===== src/rtl/rede_out_collector.sv =====
// Output collector: captures strobed float2int results into a frame, runs a sequential argmax, and hands the frame to the host.
// Define REDE_OUT_SAT_EN to saturate the DW->OW conversion; otherwise the low OW bits are kept.
module rede_out_collector #(
    parameter int NOUT = 4,
    parameter int DW   = 28,
    parameter int OW   = 16,
    parameter int CW   = $clog2(NOUT)
) (
    input  logic                 clk,
    input  logic                 rst,
    input  logic [DW-1:0]        io_out,
    input  logic [NOUT-1:0]      out_en,
    input  logic                 err_clr,
    input  logic                 m_ready,
    output logic                 m_valid,
    output logic [NOUT*OW-1:0]   m_data,
    output logic [CW-1:0]        m_class,
    output logic [OW-1:0]        m_max,
    output logic                 dup_err,
    output logic                 ovf_err
);

    typedef enum logic [1:0] {IDLE, SCAN, HOLD} state_t;

    state_t state, state_nxt;

    logic signed [DW-1:0] io_word;
    logic signed [DW-1:0] slot_p0 [NOUT];
    logic [NOUT-1:0]      mask_p0;

    logic signed [DW-1:0] work_p1 [NOUT];
    logic [CW-1:0]        k_p1;
    logic [CW-1:0]        best_idx_p1;
    logic signed [DW-1:0] best_val_p1;

    logic                 frame_full;
    logic                 work_free;
    logic                 copy_go;
    logic                 scan_last;
    logic                 dup_hit;
    logic                 ovf_hit;
    logic signed [DW-1:0] cand;
    logic                 take;
    logic [CW-1:0]        best_idx_nxt;
    logic signed [DW-1:0] best_val_nxt;

    function automatic logic [OW-1:0] to_ow(input logic signed [DW-1:0] v);
`ifdef REDE_OUT_SAT_EN
        logic signed [DW-1:0] hi;
        logic signed [DW-1:0] lo;
        hi = {{(DW-OW+1){1'b0}}, {(OW-1){1'b1}}};
        lo = {{(DW-OW+1){1'b1}}, {(OW-1){1'b0}}};
        if (v > hi)
            return OW'(hi);
        else if (v < lo)
            return OW'(lo);
        else
            return OW'(v);
`else
        return OW'(v);
`endif
    endfunction

    assign io_word    = io_out;
    assign frame_full = &mask_p0;
    assign work_free  = (state == IDLE) || ((state == HOLD) && m_ready);
    assign copy_go    = frame_full && work_free;
    assign scan_last  = (state == SCAN) && (k_p1 == CW'(NOUT-1));
    assign m_valid    = (state == HOLD);

    // Once the mask is full every strobe is dropped, including the one on the copy edge.
    assign dup_hit = !frame_full && |(out_en & mask_p0);
    assign ovf_hit = frame_full && |out_en;

    assign cand         = work_p1[k_p1];
    assign take         = cand > best_val_p1;
    assign best_idx_nxt = take ? k_p1 : best_idx_p1;
    assign best_val_nxt = take ? cand : best_val_p1;

    always_ff @(posedge clk or negedge rst) begin
        if (!rst)
            state <= IDLE;
        else
            state <= state_nxt;
    end

    always_comb begin
        state_nxt = state;
        case (state)
            IDLE:    if (copy_go) state_nxt = SCAN;
            SCAN:    if (scan_last) state_nxt = HOLD;
            HOLD:    if (m_ready) state_nxt = frame_full ? SCAN : IDLE;
            default: state_nxt = IDLE;
        endcase
    end

    // Stage p0: capture slots and the written mask
    always_ff @(posedge clk or negedge rst) begin
        if (!rst) begin
            for (int i = 0; i < NOUT; i++)
                slot_p0[i] <= '0;
            mask_p0 <= '0;
        end else if (copy_go) begin
            mask_p0 <= '0;
        end else if (!frame_full) begin
            for (int i = 0; i < NOUT; i++) begin
                if (out_en[i]) begin
                    slot_p0[i] <= io_word;
                    mask_p0[i] <= 1'b1;
                end
            end
        end
    end

    always_ff @(posedge clk or negedge rst) begin
        if (!rst) begin
            dup_err <= 1'b0;
            ovf_err <= 1'b0;
        end else begin
            dup_err <= (dup_err && !err_clr) || dup_hit;
            ovf_err <= (ovf_err && !err_clr) || ovf_hit;
        end
    end

    // Stage p1: work copy and sequential argmax, slot 0 seeds the running best
    always_ff @(posedge clk or negedge rst) begin
        if (!rst) begin
            for (int i = 0; i < NOUT; i++)
                work_p1[i] <= '0;
            k_p1        <= '0;
            best_idx_p1 <= '0;
            best_val_p1 <= '0;
        end else if (copy_go) begin
            for (int i = 0; i < NOUT; i++)
                work_p1[i] <= slot_p0[i];
            k_p1        <= CW'(1);
            best_idx_p1 <= '0;
            best_val_p1 <= slot_p0[0];
        end else if (state == SCAN) begin
            k_p1        <= k_p1 + CW'(1);
            best_idx_p1 <= best_idx_nxt;
            best_val_p1 <= best_val_nxt;
        end
    end

    // Stage p2: presented frame, loaded on the last comparison edge
    always_ff @(posedge clk or negedge rst) begin
        if (!rst) begin
            m_data  <= '0;
            m_class <= '0;
            m_max   <= '0;
        end else if (scan_last) begin
            for (int i = 0; i < NOUT; i++)
                m_data[i*OW +: OW] <= to_ow(work_p1[i]);
            m_class <= best_idx_nxt;
            m_max   <= to_ow(best_val_nxt);
        end
    end

endmodule


===== config.mk =====
export PLATFORM = sky130hd
export DESIGN_NAME = rede_out_collector
export DESIGN_NICKNAME = d
export VERILOG_FILES = /design/src/rtl/rede_out_collector.sv
export SDC_FILE = /design/constraint.sdc
export NUM_CORES = 1
export LEC_CHECK = 0
export ABC_AREA = 1
export BUFFER_PORTS_ARGS = -buffer_cell sky130_fd_sc_hd__buf_2
export CORE_AREA = 3 3 187 171
export CTS_CLUSTER_SIZE = 12
export DETAILED_ROUTE_END_ITERATION = 6
export DIE_AREA = 0 0 190 174
export PLACE_DENSITY = 0.78
export SYNTH_ARGS = -nofsm -noshare
export SYNTH_HDL_FRONTEND = slang
export SYNTH_SLANG_ARGS = --single-unit

===== constraint.sdc =====
create_clock -name clk -period 5.65 [get_ports clk]
set_input_delay 0.565 -clock clk [delete_from_list [all_inputs] [get_ports clk]]
set_output_delay 0.565 -clock clk [all_outputs]
set_load 0.02 [all_outputs]

# Yosys cells after proc, flatten, opt, wreduce, memory -nomap -nowiden
# Cells that the tools add are included.
totals:
  word_cells: 90
  inputBits: 36
  output_inout_bits: 85
  ff_bits: 346
classes:
  n_eq_ne: 7
  n_lt_le_gt_ge: 2
  bitwise: 4
  n_addsub: 1
  reduce_logical: 32
  muxes: 22
op_table:
  columns: ["cell", "count"]
  rows:
  - ["$mux W28", 5]
  - ["$bmux W28 S2", 1]
  - ["$gt A28 B28 Y1", 1]
  - ["$mux W2", 8]
  - ["$reduce_and A3 Y1", 5]
  - ["$reduce_bool A2 Y1", 6]
  - ["$reduce_and A2 Y1", 5]
  - ["$mux W4", 2]
  - ["$reduce_or A4 Y1", 2]
  - ["$logic_and A1 B1 Y1", 7]
  - ["$ne A2 B2 Y1 const B", 3]
  - ["$pmux W2 S3", 1]
  - ["$mux W1", 5]
  - ["$and A4 B4 Y4", 1]
  - ["$eq A2 B2 Y1 const B", 2]
  - ["$reduce_and A4 Y1", 1]
  - ["$ge A3 B3 Y1 const B", 1]
  - ["$logic_or A1 B1 Y1", 3]
  - ["$not A2 Y3", 1]
  - ["$add A2 B1 Y2 const B", 1]
  - ["$eq A2 B1 Y1 const B", 1]
  - ["$logic_not A1 Y1", 2]
  - ["$logic_not A2 Y1", 1]
  - ["$ne A2 B1 Y1 const B", 1]
  - ["$not A1 Y1", 2]

# Logic depth before layout (Yosys ltp)
logic_depth:
  word_depth: 8
  mapped_depth: 23
  mapped_depth_nobuf: 20

# Least setup slack after synthesis
# No wires, ideal clock.
synth_timing:
  kind: "register -> register"
  start: "reg k_p1[0]"
  end: "reg best_val_p1[24]"
  stages_incl_launch_ff: 21
  synth_period_minus_slack_ns: 2.686
  n_path_buf: 4
  t_required_ns: 5.533
  path_slack_ns: 2.964
  setup_ns: 0.117
  t_arrival_ns: 2.569
  path_cell_list: "dfrtp_1 clkbuf_1 buf_2 buf_2 a21oi_1 a32o_1 inv_1 ha_1 nand2_1 nor2_1 and2_1 nand2_1 nor2_2 nand2_1 nand2_1 nand2_1 nand2_2 nand3_2 buf_2 nand3_1 nand2_1"
synth_between:
  elab_chain_len: 7
  elab_cells_between_ends: 10
  classes_between: "1 x order compare; 6 x mux; 1 x bitwise; 2 x reduce/logical"
synth_rtl:
  columns: ["element", "line_no", "source"]
  rows:
  - ["from (decl)", "32", "logic [CW-1:0] k_p1;"]
  - ["from (signal assigned)", "140", "k_p1 <= k_p1 + CW'(1);"]
  - ["$not A2 Y3 (not written as such) *", "75", "assign cand = work_p1[k_p1];"]
  - ["$bmux W28 S2 *", "75", null]
  - ["$mux W28 (not written as such) * (2 in series)", "75", null]
  - ["$gt A28 B28 Y1 or $mux W28 (tied branches)", "76, 78", null]
  - ["$reduce_bool A2 Y1 (no source line) or $mux W28 (tied branches)", null, null]
  - ["$reduce_and A2 Y1 (no source line) or $mux W28 (tied branches)", null, null]
  - ["to (signal assigned)", "138", "best_val_p1 <= slot_p0[0];"]
  - ["to (signal assigned)", "142", "best_val_p1 <= best_val_nxt;"]
  - ["to (decl)", "34", "logic signed [DW-1:0] best_val_p1;"]
# Mark *: on every way between the ends. The rest lies on a longest branch, timed or not. The select of a mux whose other input is x is not followed.
# A chain may end at the register's enable or synchronous reset.

# Final worst setup path
layout_timing:
  start: "reg k_p1[1]"
  end: "reg best_val_p1[27]"
# Same word-level chain as after synthesis.

==> metrics.txt <==
status complete, no violations; Multi-input gate area 5110 sq um; HPWL Detailed 25400 microns; vias per inst 5.38; buffers added on ports 120; clock share of power 20.5%; Max IR drop VDD 375 uV; crit end category flop; Initial Util 50.2%; number of buffers created by CTS 37; max_cap viols 0; GRT met1 Usage 37.8%; Yosys top cell area share 57.6%; CP Class reg2reg; CTS clk-pin slew, worst paths 60 ps; DP Area 15900 sq um; Pleak 8.76 nW; Power Density 679 nW/um^2; clk_lat worst skew 530 ps; crit path launch type flop; initial DRC count 1360; Final Wtd Congestion 0.907; number of setup buffers added after CTS 0; Resized cells post-CTS 0; largest net degree at the start of global routing 207; Final Non-Filler Cells 2272; sw power 5.07 mW; H-Tree Depth 2; GRT met2 Usage 31.6%; Final Cycle Share 75.7%; Final Hold Violating Endpoints 0; clock skew 29.0 ps; Worst EP required 6100 ps; chip width 190 microns; full die area 33100 sq um; CP max FO 32; RSZ-0062 raised after global routing no; drt wl/cell 16.9 microns; Final min period 4280 ps; Setup TNS Final 0 ps; crit path DAT 4730 ps; sequential area share after synthesis 57.6%; IO Pins 121; max frequency 0.234 GHz; final setup vio count 0; worst hold path class in2async; GR peak layer met1; mapped cell area 15000 sq um; Largest delay share family, worst path simple AND/OR/NAND/NOR gates; share of cells above drive strength 1 10.4%; ant diodes 0; Nets 1913; antenna-violating nets left 0; ordered cell list for the critical path inv_1, buf_4, a21oi_1, a32o_1, inv_1, ha_1, nand2_1, nor2_1, and2_1, nand2_1, nor2_2, nand2_1, nand2_1, nand2_1, nand2_2, nand3_2, nand2_2, nand2_1, nand2_1; area leader, netlist dfrtp_1; crit path max-delay cell type inv_1; WL final 38300 microns; worst-margin pin slew 959 ps; synthesized net count 1840; placed insts 2212; Max Slew Vio Count 0; standard-cell row count 60; post-cts hold buffer count 0; biggest cell delay along the critical path 710 ps; Die H 174 microns; crit-path most repeated cell nand2_1; top cells by area, synth dfrtp_1 (58%), nand2_1 (14%), o21ai_0 (9.0%); Power, Total 11.6 mW; post-synthesis cell count 1775; root buffer cell clkbuf_16; crit path buf inv count 3; TritonCTS Sinks 346; router iterations before antenna repair 5; total grt overflow 0; P&R area growth vs syn 13.3%; Gate power share 43.1%; part of the power in registers 36.4%; Int Power 6.51 mW; drt drc 0; Warnings, synthesis 0; vias 12200; Mapped Avg Cell Area 8.48 sq um; first-pass GRT wire length 62500 microns; Relative slew margins 36.0%; # fillers 2570; total core area 30000 sq um; post-route cell area 17100 sq um; total track usage 23.2%; met3 Usage GRT 4.28%; Hold WS 60.0 ps; vias in the first global route 11500; initial antenna violation count 0; Synth Register Bits 346; Distinct cells, synth 28; CTS tree yes; Net Sw Frac 43.8%; Storage cell area 8660 sq um; Longest Clk Path Bufs 3
-- cells in the mapped netlist --
cell	number
nand2_1	578
dfrtp_1	346
o21ai_0	272
inv_1	225
nand3_1	82
clkbuf_1	65
nor2_1	61
a21oi_1	38
ha_1	29
buf_2	22
a32oi_1	15
a32o_1	12
buf_1	7
a21o_1	3
buf_4	3
and2_1	2
buf_6	2
nand2_2	2
nor2_2	2
a211oi_4	1
inv_2	1
nand2_4	1
nand3_2	1
nand4_1	1
nand4_2	1
nor4_1	1
o21ai_1	1
o22ai_1	1
-- per-stage QoR --
| stage | util, % | worst slack (ps) |
|---|---|---|
| floorplan | - | 2960 |
| global placement | 53.0 | 1670 |
| detailed placement | 53.0 | 1500 |
| CTS | 56.9 | 1480 |
| global route | 56.9 | 1070 |
| finish | 56.9 | 1370 |
-- layout by cell type, fill, tap and decap left out, types with 3 or more instances in the layout --
cell	n
a21o_1	3
nor2_1	61
a32o_1	12
o21ai_0	272
buf_2	119
ha_1	29
a21oi_1	38
clkbuf_1	9
nand2_1	578
buf_4	10
a32oi_1	15
inv_1	224
clkinv_2	3
clkbuf_8	6
clkbuf_16	38
buf_12	3
dfrtp_1	345
nand3_1	82
-- path summary, 6_finish.rpt --
path	cells past startpoint	startpoint	slack, ps	to
worst max-delay path	19	k_p1[1]	1370	best_val_p1[27]
worst min-delay path	1	rst	60	m_data[43]
worst max register to register	19	k_p1[1]	1370	best_val_p1[27]
worst min register to register	2	slot_p0[82]	470	work_p1[82]
max in group asynchronous	2	rst	4340	slot_p0[107]
min in group clk	2	err_clr	260	dup_err
-- layer usage --
layer  share of wire (%)  wire length [microns]
met5                   0                      0
met1                  48                  18300
met3                 9.2                   3540
met2                  41                  15600
met4                 2.4                    920
-- flip-flops by register name, summed over array words and instances, names as in the netlist, 2 cells and up --
| register | cells |
|---|---|
| best_val_p1 | 28 |
| k_p1 | 2 |
| work_p1 | 112 |
| m_max | 16 |
| best_idx_p1 | 2 |
| mask_p0 | 4 |
| m_data | 64 |
| m_class | 2 |
| state | 2 |
| slot_p0 | 112 |
-- cell families (layout without fill, tap and decap cells) --
family                   Yosys count  in the layout  synth area share (%)
adder cells (fa/ha/maj)           29             29                  2.41
AND/OR/NAND/NOR                  732            732                  19.2
buffers and inverters            325            419                  8.47
flip-flops                       346            346                  57.6
AO/OA/AOI/OAI                    343            343                  12.3
-- power groups by stage --
stage	clock [mW]	combinational, mW	sequential [mW]
final	2.37	4.99	4.22
after global routing	2.51	5.68	4.32
after CTS	2.40	4.95	4.20
after detailed placement	0	4.89	4.22
after global placement	0	4.71	4.19
after floorplan	0	3.42	4.31
-- area by class of cell --
class | count | area share (%)
sequential | 346 | 50.8
multi-input combinational | 1104 | 30.0
clock buffer | 53 | 6.26
inverter | 226 | 4.99
timing repair buffer | 133 | 4.37
tap | 403 | 2.96
clock inverter | 7 | 0.653
No activity file was read; power rests on OpenSTA's default activity.
